### src/rtl/nn_pkg.sv
// Shared types and Q-format helpers for the layer sequencer and its neighbours.
package nn_pkg;

  // Sequencer states.
  typedef enum logic [2:0] {
    StIdle,
    StFetch,
    StRun,
    StAcc,
    StDone
  } seq_state_t;

  // Widest word relu_sm() can handle; callers zero-extend into it.
  localparam int unsigned QMaxW = 64;

  // Default Q16.15 sign-magnitude constants (MSB is the sign).
  localparam logic [31:0] Q_ONE     = 32'h0000_8000;
  localparam logic [31:0] Q_MAX_MAG = 32'h7FFF_FFFF;

  // Sign-magnitude ReLU: any word with the sign bit set, negative zero included, becomes 0.
  function automatic logic [QMaxW-1:0] relu_sm(input logic [QMaxW-1:0] x,
                                               input int unsigned width);
    logic [QMaxW-1:0] sign_mask;
    sign_mask = QMaxW'(1) << (width - 1);
    return ((x & sign_mask) != '0) ? '0 : x;
  endfunction

endpackage

### src/rtl/qadd.sv
// Sign-magnitude adder; magnitudes past full scale saturate with the sign kept.
module qadd #(
  parameter int unsigned N = 32
) (
  input  logic [N-1:0] a_i,
  input  logic [N-1:0] b_i,
  output logic [N-1:0] sum_o
);

  logic [N-1:0] mag_a;
  logic [N-1:0] mag_b;
  logic [N-1:0] mag;
  logic         sign;

  // Add or subtract magnitudes depending on sign agreement, then saturate.
  always_comb begin
    mag_a = {1'b0, a_i[N-2:0]};
    mag_b = {1'b0, b_i[N-2:0]};
    if (a_i[N-1] == b_i[N-1]) begin
      mag  = mag_a + mag_b;
      sign = a_i[N-1];
    end else if (mag_a > mag_b) begin
      mag  = mag_a - mag_b;
      sign = a_i[N-1];
    end else begin
      mag  = mag_b - mag_a;
      // Exact cancellation yields +0, never -0.
      sign = (mag != '0) ? b_i[N-1] : 1'b0;
    end
    if (mag[N-1]) begin
      sum_o = {sign, {(N-1){1'b1}}};
    end else begin
      sum_o = {sign, mag[N-2:0]};
    end
  end

endmodule

### src/rtl/dot_layer_sequencer.sv
// Walks the rows of one fully-connected layer through a shared dot-product unit,
// adds the bias, optionally applies ReLU and writes each neuron to the output buffer.
module dot_layer_sequencer
  import nn_pkg::*;
#(
  parameter int unsigned FRACTION_WIDTH = 15,
  parameter int unsigned BIT_WIDTH      = 32,
  parameter int unsigned NUM_ROWS       = 10,
  parameter int unsigned RELU_EN        = 1,
  parameter int unsigned WATCHDOG       = 255,
  localparam int unsigned RowW          = (NUM_ROWS > 1) ? $clog2(NUM_ROWS) : 1
) (
  input  logic                 clk_i,
  input  logic                 reset_i,
  input  logic                 start_i,
  output logic                 busy_o,
  output logic                 done_o,
  output logic                 err_o,
  output logic [RowW-1:0]      row_addr_o,
  input  logic [BIT_WIDTH-1:0] bias_in_i,
  output logic                 dot_start_o,
  input  logic                 dot_done_i,
  input  logic [BIT_WIDTH-1:0] dot_result_i,
  output logic                 out_we_o,
  output logic [RowW-1:0]      out_addr_o,
  output logic [BIT_WIDTH-1:0] out_data_o
);

  localparam int unsigned WdW = $clog2(WATCHDOG + 1);
  localparam logic [RowW-1:0] LastRow = RowW'(NUM_ROWS - 1);

  // Reject parameter sets the datapath cannot represent.
  if (FRACTION_WIDTH >= BIT_WIDTH || BIT_WIDTH > QMaxW || NUM_ROWS < 1 || WATCHDOG < 1)
  begin : g_bad_params
    $error("dot_layer_sequencer: unsupported parameter combination");
  end

  seq_state_t           state_q;
  logic [RowW-1:0]      row_q;
  logic [RowW-1:0]      out_addr_q;
  logic [WdW-1:0]       wdog_q;
  logic [WdW-1:0]       wdog_inc;
  logic                 dot_start_q;
  logic                 out_we_q;
  logic                 done_q;
  logic                 err_q;
  logic [BIT_WIDTH-1:0] out_data_q;
  logic [BIT_WIDTH-1:0] sum;
  logic [BIT_WIDTH-1:0] act;

  qadd #(
    .N(BIT_WIDTH)
  ) u_qadd (
    .a_i  (dot_result_i),
    .b_i  (bias_in_i),
    .sum_o(sum)
  );

  assign act      = (RELU_EN != 0) ? BIT_WIDTH'(relu_sm(QMaxW'(sum), BIT_WIDTH)) : sum;
  assign wdog_inc = wdog_q + WdW'(1);

  // Layer FSM with the row and watchdog counters and all registered outputs.
  always_ff @(posedge clk_i or posedge reset_i) begin
    if (reset_i) begin
      state_q     <= StIdle;
      row_q       <= '0;
      out_addr_q  <= '0;
      wdog_q      <= '0;
      dot_start_q <= 1'b0;
      out_we_q    <= 1'b0;
      done_q      <= 1'b0;
      err_q       <= 1'b0;
      out_data_q  <= '0;
    end else begin
      out_we_q <= 1'b0;
      done_q   <= 1'b0;
      unique case (state_q)
        StIdle: begin
          if (start_i) begin
            row_q   <= '0;
            err_q   <= 1'b0;
            state_q <= StFetch;
          end
        end
        StFetch: begin
          // A done still high from the previous row must clear before restarting.
          if (!dot_done_i) begin
            wdog_q      <= '0;
            dot_start_q <= 1'b1;
            state_q     <= StRun;
          end
        end
        StRun: begin
          // Completion wins over a watchdog expiring in the same cycle.
          if (dot_done_i) begin
            dot_start_q <= 1'b0;
            out_we_q    <= 1'b1;
            out_addr_q  <= row_q;
            out_data_q  <= act;
            state_q     <= StAcc;
          end else if (wdog_inc == WdW'(WATCHDOG)) begin
            dot_start_q <= 1'b0;
            err_q       <= 1'b1;
            done_q      <= 1'b1;
            state_q     <= StDone;
          end else begin
            wdog_q <= wdog_inc;
          end
        end
        StAcc: begin
          if (row_q == LastRow) begin
            done_q  <= 1'b1;
            state_q <= StDone;
          end else begin
            row_q   <= row_q + RowW'(1);
            state_q <= StFetch;
          end
        end
        StDone: begin
          state_q <= StIdle;
        end
        default: begin
          state_q <= StIdle;
        end
      endcase
    end
  end

  assign busy_o      = (state_q != StIdle);
  assign done_o      = done_q;
  assign err_o       = err_q;
  assign row_addr_o  = row_q;
  assign dot_start_o = dot_start_q;
  assign out_we_o    = out_we_q;
  assign out_addr_o  = out_addr_q;
  assign out_data_o  = out_data_q;

endmodule
### config.mk
export PLATFORM = sky130hd
export DESIGN_NAME = dot_layer_sequencer
export DESIGN_NICKNAME = d
export VERILOG_FILES = /design/src/rtl/nn_pkg.sv /design/src/rtl/qadd.sv /design/src/rtl/dot_layer_sequencer.sv
export SDC_FILE = /design/constraint.sdc
export NUM_CORES = 1
export LEC_CHECK = 0
export ABC_AREA = 1
export CORE_AREA = 5 5 152 154
export CTS_CLUSTER_DIAMETER = 150
export DETAILED_ROUTE_END_ITERATION = 10
export DIE_AREA = 0 0 157 159
export PLACE_DENSITY = 0.77
export RECOVER_POWER = 25
export SETUP_SLACK_MARGIN = 0.1
export SLEW_MARGIN = 30
export SYNTH_ARGS = -nofsm -noshare
export SYNTH_HDL_FRONTEND = slang
export SYNTH_SLANG_ARGS = --single-unit
### constraint.sdc
create_clock -name clk_i -period 2.4 [get_ports clk_i]
set_input_delay 0.48 -clock clk_i [delete_from_list [all_inputs] [get_ports clk_i]]
set_output_delay 0.48 -clock clk_i [all_outputs]
set_load 0.01 [all_outputs]
== Word level (Yosys, flattened, before mapping) ==
Index checks and enable logic that the tools add are counted.
Cells by class
  add/sub/neg operators: 5
  magnitude comparators: 1
  equality and inequality tests: 13
  mux-type cells: 34
  reductions and logical operators: 12
Operators with widths (number)
  $mux 32: 2
  $sub 31x31->32: 2
  $mux 31: 2
  $add 31x31->32: 1
  $reduce_bool 32->1: 1
  $gt 31x31->1: 1
  $mux 8: 3
  $pmux 8 s2: 1
  $mux 3: 5
  $mux 1: 14
  $ne 2x2->1 const B: 6
  $pmux 3 s4: 1
  $reduce_and 3->1: 3
  $add 8x1->8 const B: 1
  $eq 8x8->1 const B: 1
  $mux 4: 2
  $pmux 4 s2: 1
  $reduce_and 4->1: 2
  $eq 3x2->1 const B: 2
  $pmux 1 s2: 3
  $reduce_bool 2->1: 3
  $add 4x1->4 const B: 1
  $eq 4x4->1 const B: 1
  $eq 3x1->1 const B: 1
  5 further kinds: 5
Word-level totals
  bits in registers: 55
  output and inout bits: 45
  logic and storage cells: 74

== Depth between registers and ports, before layout ==
Gate-level depths: netlist of run 1.
  word-level depth: 6
  depth in mapped cells: 24
  mapped depth without buffers: 23

== Cells and area by module ==
A second synthesis of run 1 with hierarchy kept.
Second synthesis, totals
  cell total of the unflattened synthesis: 1692
  area total of the unflattened synthesis: 9756.9 um2
Modules (own cells, without submodules)
  qadd: times used 1, cells an instance 1404, area each 7314.5 um2, sequential area each 0.0 um2
  dot_layer_sequencer: times used 1, cells an instance 288, area each 2442.3 um2, sequential area each 1351.3 um2

== Least setup slack after synthesis of run 1 ==
No wires, ideal clock.
  path type: in2reg
  start point: input dot_result_i[0]
  end point: register out_data_q[10] (netlist: out_data_o[10])
  data arrival time: 2544 ps
  required time: 2283 ps
  slack: -261 ps
  stages on the path: 17
  buffers on the path: 2
  path through: inv_1 ha_1 fa_1 o21ai_1 a21oi_2 o21ai_2 nand2_2 nand2_1 nand2_1 buf_6 o21ai_1 nand2_1 nand2_2 buf_6 nand3_1 nand3_1 nand2_1
Between the ends
  word-level cells in the longest chain between the ends: 6
  elaborated cells on any way between the ends: 12
RTL lines
  start, declared: line dot_layer_sequencer.sv:23  | input logic [BIT_WIDTH-1:0] dot_result_i,
  $sub 31x31->32: line qadd.sv:26  | mag = mag_b - mag_a;
  $reduce_bool 32->1: line qadd.sv:28  | sign = (mag != '0) ? b_i[N-1] : 1'b0;
  $mux 1: line qadd.sv:28
  $mux 1: line qadd.sv:22  | end else if (mag_a > mag_b) begin
  $mux 1: line qadd.sv:19  | if (a_i[N-1] == b_i[N-1]) begin
  $mux 31 *: line nn_pkg.sv:25  | return ((x & sign_mask) != '0) ? '0 : x;
  end signal, assigned: line dot_layer_sequencer.sv:99  | out_data_q <= act;
  end, declared: line dot_layer_sequencer.sv:47  | logic [BIT_WIDTH-1:0] out_data_q;
Mark *: on every way between the ends. The rest lies on a longest branch, timed or not.
A chain may end at the register's enable or synchronous reset.

== Final worst setup path of run 1 ==
  start point: input dot_result_i[1]
  end point: register out_data_q[16] (netlist: out_data_o[16])
Same word-level chain as after synthesis.

==> out/metrics.cfg, run 1 <==
[routing]
vias=13210
wl_per_cell_um=18.39
drc=0
routed_wl_um=45170
antenna_left=0
first_pass_iters=5
drt_iter0_markers=1034
viasPerCell=5.378

[global_route]
grt_overflow=0
grt_pass1_vias=12540
grt_pass1_wl_um=65410
grt_usage_pct=33.00
antenna_found_initial=0
grt_start_max_net_pins=42

[logic_synthesis]
synth_top_flop_cell=dfrtp_1
avgSynthCellArea_sq_um=5.674
synth_seq_cells=54
synth_cells=1670
syn-cell-area_sq_um=9475
syn_nets=1838
async_flop_share_pct=100.0
yosysWarningCount=0
synth_cell_types=46
ys_seq_area_share_pct=14.26
synth_edf_count=0

[worst_setup_path]
crit_path_end=out_data_o[16]
reg2reg_slack_ns=0.29
end_kind=flop
crit_family=simple AND/OR/NAND/NOR gates
worstPathArrival_ns=3.04
start_kind=input port
rr_worst_depth=13
r2r-start=wdog_q[2]
slowest_stage=fa_2
rr_endpoint=state_q[0]
cp_cell_sequence=dlymetal6s2s_1 -> buf_4 -> fa_2 -> inv_2 -> nand3_2 -> nand2_2 -> nand3_1 -> nand3_2 -> nand2_1 -> nand2_2 -> xor2_2 -> nand3_1 -> nor2_1 -> nand2_1 -> nand2_2 -> nand2_4 -> nand2_8 -> clkbuf_16 -> nand3_1 -> nand2_1
crit_buf_inv=4
required_ns=2.64
worstSetupPathType=input port to flop
cp.depth=20
slowest_delay_ns=0.38
crit_path_max_fanout=9
critPathLaunch=dot_result_i[1]

[cells_and_area]
diodes=0
multi_input_area_sq_um=8140
nets=2343
finalCoreUtilization_pct=73.72
seqCellArea_sq_um=1351
syn2layout_area_growth_pct=67.69
drive_gt1_share_pct=34.74
fin_cells=2456
fillers=1713

[cts]
htreeDepth=2
ctsHoldBuffers=0
clock_path_buffers=2
cts_tree=done
insertion_delay_ns=0.30
cts.sinks=54
cts_buffers=5
path_clk_slew_ns=0.07
cts_root_buf=clkbuf_16

[floorplanning]
dieHeight_um=159
die_width_um=157
dieArea_sq_um=24960
rows=54
ios=113
start_util_pct=43.96
core_area_sq_um=21550

[placed_design]
gp_congestion=1.029
dp_cells=2421
dp_hpwl_um=35680
portBuffers=111

[status]
outcome=complete, but fails checks
violations=setup timing

[sta]
finalCritPeriodShare_pct=116.8
clock_skew_ns=0.01023
maxSlewHeadroom_pct=33.40
setup_viol=31
fin_ws_ns=-0.4028
tns_ns=-11.45
layout_min_cycle_time_ns=2.803
rsz0062_at_grt=yes
final_hold_viol_count=0
slew_violations=0
tightest_slew_ns=0.9991
fmax_mhz=356.8

[power_and_ir_drop]
sw_frac_of_total_pct=45.11
power_frac_comb_pct=70.0
clkPwrFrac_pct=11.5
irDropWorstVdd_mv=0.3852
totalPowerFinal_mw=7.659
power_density_nw_per_um2=482.0
leakagePower_nw=8.841
p_switching_mw=3.455
intPower_mw=4.204
share_seq_of_total_power_pct=18.6

[hold_path]
worst_hold_path_type=flop to flop

[job]
drv_cap=0

==> timing repair <==
action,CTS,global route
setup endpoints to repair,33,42
gates resized for setup,84,330
cloned,0,3
pin swaps,6,93
buffers inserted,1,23
==> area by class of cell <==
type / count / share of cell area, %
timing repair buffer: 552 / 30.18
sequential: 54 / 8.505
multi-input combinational: 1280 / 51.23
tap: 280 / 2.205
clock buffer: 6 / 0.8741
inverter: 282 / 6.756
clock inverter: 2 / 0.2441
==> how the worst min path moves through the flow <==
stage,slack (ns),depth (start not counted),end,startpoint
after floorplan,0.50,2,wdog_q[7],wdog_q[7]
after global placement,0.46,2,out_data_o[22],out_data_o[22]
after detailed placement,0.46,2,out_data_o[5],out_data_o[5]
after CTS,0.46,2,out_data_o[26],reset_i
after global routing,0.50,2,out_data_o[5],out_data_o[5]
final,0.48,2,out_data_o[5],out_data_o[5]
==> placed cells by master, fill, tap and decap left out, types with 54 or more instances in the layout <==
master            n
a21oi_1         109
nor2_1          107
dfrtp_1          54
dlymetal6s2s_1   61
inv_1           238
ha_1             61
buf_4           417
nand3_1         123
nand2_2          82
nand2_1         400
o21ai_0          81
==> routing by layer <==
metal | track usage (%) | up-vias | share of wire (%)
met3 | 2.664 | 174 | 6.2
met2 | 57.40 | 633 | 49
met4 | 18.11 | 0 | 7.4
met1 | 39.86 | 6117 | 38
li1 | - | 6284 | -
met5 | 0 | - | 0
==> cell usage after synthesis (6+ instances only) <==
master / instances / area, sq um
nand2_1: 499 / 1873
inv_1: 278 / 1044
nand3_1: 147 / 735.7
nor2_1: 146 / 548.0
a21oi_1: 128 / 640.6
ha_1: 97 / 1214
o21ai_0: 92 / 460.4
dfrtp_1: 54 / 1351
xor2_1: 34 / 297.8
nand4_1: 23 / 143.9
nor3_1: 19 / 95.09
buf_2: 18 / 90.09
buf_4: 18 / 135.1
nand2_2: 11 / 68.82
nor2_2: 11 / 68.82
o21ai_1: 11 / 55.05
clkbuf_1: 10 / 37.54
a21o_1: 9 / 67.56
buf_6: 8 / 90.09
o21bai_1: 6 / 45.04
==> flip-flops by register name, indices dropped and copies added, names as in the netlist <==
register	cells
wdog_q	8
dot_start_o	1
done_o	1
out_we_o	1
state_q	3
out_data_o	31
out_addr_o	4
err_o	1
row_addr_o	4
==> through the flow <==
stage | area [sq um] | hold WS, ns | setup slack, ns
2_1_floorplan | 9599 | 0.4955 | -0.1499
3_3_place_gp | 13920 | 0.4649 | -1.123
3_5_place_dp | 13920 | 0.4646 | -1.145
4_1_cts | 14510 | 0.4606 | -0.6614
5_1_grt | 15890 | 0.4971 | -0.5333
6_report | 15890 | 0.4799 | -0.4028
==> worst register-to-register path: stages, from the launching register on <==
cell and delay, ns:
dfrtp_1 0.39, inv_1 0.10, nor3_4 0.22, nand3_1 0.13, nor2_1 0.11, nand2_1 0.07
xor2_1 0.14, inv_1 0.07, nand4_1 0.18, nand2_2 0.13, buf_4 0.14, nand2_1 0.06
nor2_1 0.12, a41oi_1 0.12
==> power groups by stage <==
stage	combinational (mW)	sequential (mW)	clock, mW
after floorplan	2.12	1.52	0
after global placement	4.62	1.42	0
after detailed placement	4.70	1.42	0
after CTS	4.85	1.41	0.869
after global routing	5.76	1.45	0.914
final	5.36	1.42	0.878
==> logic make-up after synthesis <==
group           count (synthesis)  share of synthesized area, %
simple gates                  871                         38.49
compound gates                270                         15.36
flops                          54                         14.26
fa+ha+maj                     100                         13.44
buf+inv                       336                         14.90
other cells                     1                       0.03958
xor+xnor                       38                         3.512
Power figures use the tool's default switching activity.
==> run 2: changes to the inputs <==
--- a/config.mk
+++ b/config.mk
@@ -10,7 +10,7 @@
 export CTS_CLUSTER_DIAMETER = 150
 export DETAILED_ROUTE_END_ITERATION = 10
 export DIE_AREA = 0 0 157 159
-export PLACE_DENSITY = 0.77
+export PLACE_DENSITY_LB_ADDON = 0.25
 export RECOVER_POWER = 25
 export SETUP_SLACK_MARGIN = 0.1
 export SLEW_MARGIN = 30
==> out/metrics.cfg, run 2 (synthesized netlist as in run 1, its figures left out) <==
[cts]
cts_root_buf=clkbuf_16
insertion_delay_ns=0.29
path_clk_slew_ns=0.07
htreeDepth=2
cts_buffers=5
cts.sinks=54
clock_path_buffers=2
cts_tree=done

[worst_setup_path]
rr_worst_depth=13
required_ns=2.63
end_kind=flop
start_kind=input port
reg2reg_slack_ns=0.33
worstSetupPathType=input port to flop
rr_endpoint=state_q[0]
r2r-start=wdog_q[2]
crit_path_max_fanout=7
worstPathArrival_ns=3.14

[floorplanning]
die_width_um=157
ios=113
core_area_sq_um=21550
dieArea_sq_um=24960
rows=54
start_util_pct=43.96
dieHeight_um=159

[placed_design]
dp_hpwl_um=35640
dp_slack_ns=-1.312
gp_congestion=1.019
portBuffers=111
dp_cells=2454

[sta]
tns_ns=-13.92
maxSlewHeadroom_pct=48.92
fmax_mhz=344.5
layout_min_cycle_time_ns=2.903
finalCritPeriodShare_pct=121.0
rsz0062_at_grt=yes
clock_skew_ns=0.004043
tightest_slew_ns=0.7654
final_hold_viol_count=0
slew_violations=0
fin_worst_hold_slack_ns=0.4849
setup_viol=31
fin_ws_ns=-0.5029

[global_route]
grt_pass1_wl_um=72710
antenna_found_initial=0
grt_pass1_vias=13890
grt_start_max_net_pins=25
grt_overflow=0
grt_usage_pct=36.42

[routing]
vias=14070
viasPerCell=5.503
antenna_left=0
first_pass_iters=6
drt_iter0_markers=1187
routed_wl_um=50330
drc=0
wl_per_cell_um=19.69

[hold_path]
worst_hold_path_type=flop to flop
min_to=out_data_o[26]
min_from=out_data_o[26]
holdPathStages=2

[cells_and_area]
fillers=1465
layout_commonest_cell=buf_4
largest_reg_flops=31
final_cell_mix=471 x buf_4, 357 x nand2_1, 217 x inv_1
drive_gt1_share_pct=46.27
diodes=0
fin_cells=2556
syn2layout_area_growth_pct=82.12
nets=2443

[power_and_ir_drop]
irDropWorstVdd_mv=0.4951
leakagePower_nw=8.989
power_density_nw_per_um2=482.7

[status]
outcome=complete, but fails checks
violations=setup timing

[job]
drv_cap=0

run 2: cell types whose count changed in the layout (fill, tap and decap cells not counted), sizes merged:
cell / before / now
clkbuf: 10 / 21
clkdlybuf4s15: 0 / 19
dlymetal6s2s: 61 / 0
dlygate4sd2: 0 / 4
buf: 438 / 565
run 2: metrics by stage:
step	util [%]	power, mW	area, sq um
2_1_floorplan	-	3.641	9599
3_3_place_gp	65.92	6.131	14210
3_5_place_dp	65.92	6.199	14210
4_1_cts	76.59	7.784	16510
5_1_grt	80.07	8.767	17260
6_report	80.07	8.330	17260
run 2: where the power goes:
part           internal, mW  leakage, nW  switching (mW)
Sequential             1.22        0.710           0.209
Clock                 0.525       0.0875           0.344
Combinational          2.80         8.19            3.24
Total                  4.54         8.99            3.79
run 2: cell type report:
class / count / area [sq um] / area share (%)
multi-input combinational: 1280 / 8805 / 51.02
timing repair buffer: 652 / 5490 / 31.82
sequential: 54 / 1351 / 7.831
inverter: 282 / 1082 / 6.272
tap: 280 / 350.3 / 2.030
clock buffer: 6 / 138.9 / 0.8048
clock inverter: 2 / 38.79 / 0.2248
run 2: how the worst max path moves through the flow:
stage                    startpoint        endpoint  slack [ns]  cells after the start
floorplan           dot_result_i[0]  out_data_o[10]       -0.15                     17
global placement       bias_in_i[2]  out_data_o[10]       -1.29                     24
detailed placement     bias_in_i[8]  out_data_o[25]       -1.31                     22
CTS                 dot_result_i[0]  out_data_o[15]       -0.34                     24
global route          bias_in_i[16]  out_data_o[26]       -0.59                     26
finish                 bias_in_i[3]  out_data_o[26]       -0.50                     25
run 2: timing repair:
item                       CTS  global route
setup endpoints to repair   33            42
hold buffers                 0             0
buffers inserted            66            23
resized for setup          591           192
gates cloned                 3             3
pin swaps                  144           134
run 2: critical path, stage by stage:
cell             delay [ns]
clkdlybuf4s15_2        0.20
inv_2                  0.05
ha_4                   0.32
nand2_4                0.07
buf_4                  0.16
inv_2                  0.05
nand2_2                0.06
nand2_1                0.09
nand2_1                0.11
nand3_2                0.16
buf_4                  0.13
nand2_1                0.05
nand2_2                0.10
nand3_4                0.09
nor2_4                 0.11
nand2_1                0.07
nor2_2                 0.11
nand2_1                0.08
nand2_1                0.07
nand2_2                0.06
nand2_4                0.11
buf_6                  0.13
buf_16                 0.12
nand3_2                0.08
nand2_1                0.08
run 2: per-layer routing:
metal	track usage, %	share of wire (%)
met1	43.40	37
met2	64.36	48
met3	2.990	7.0
met4	19.25	7.6
met5	0	0
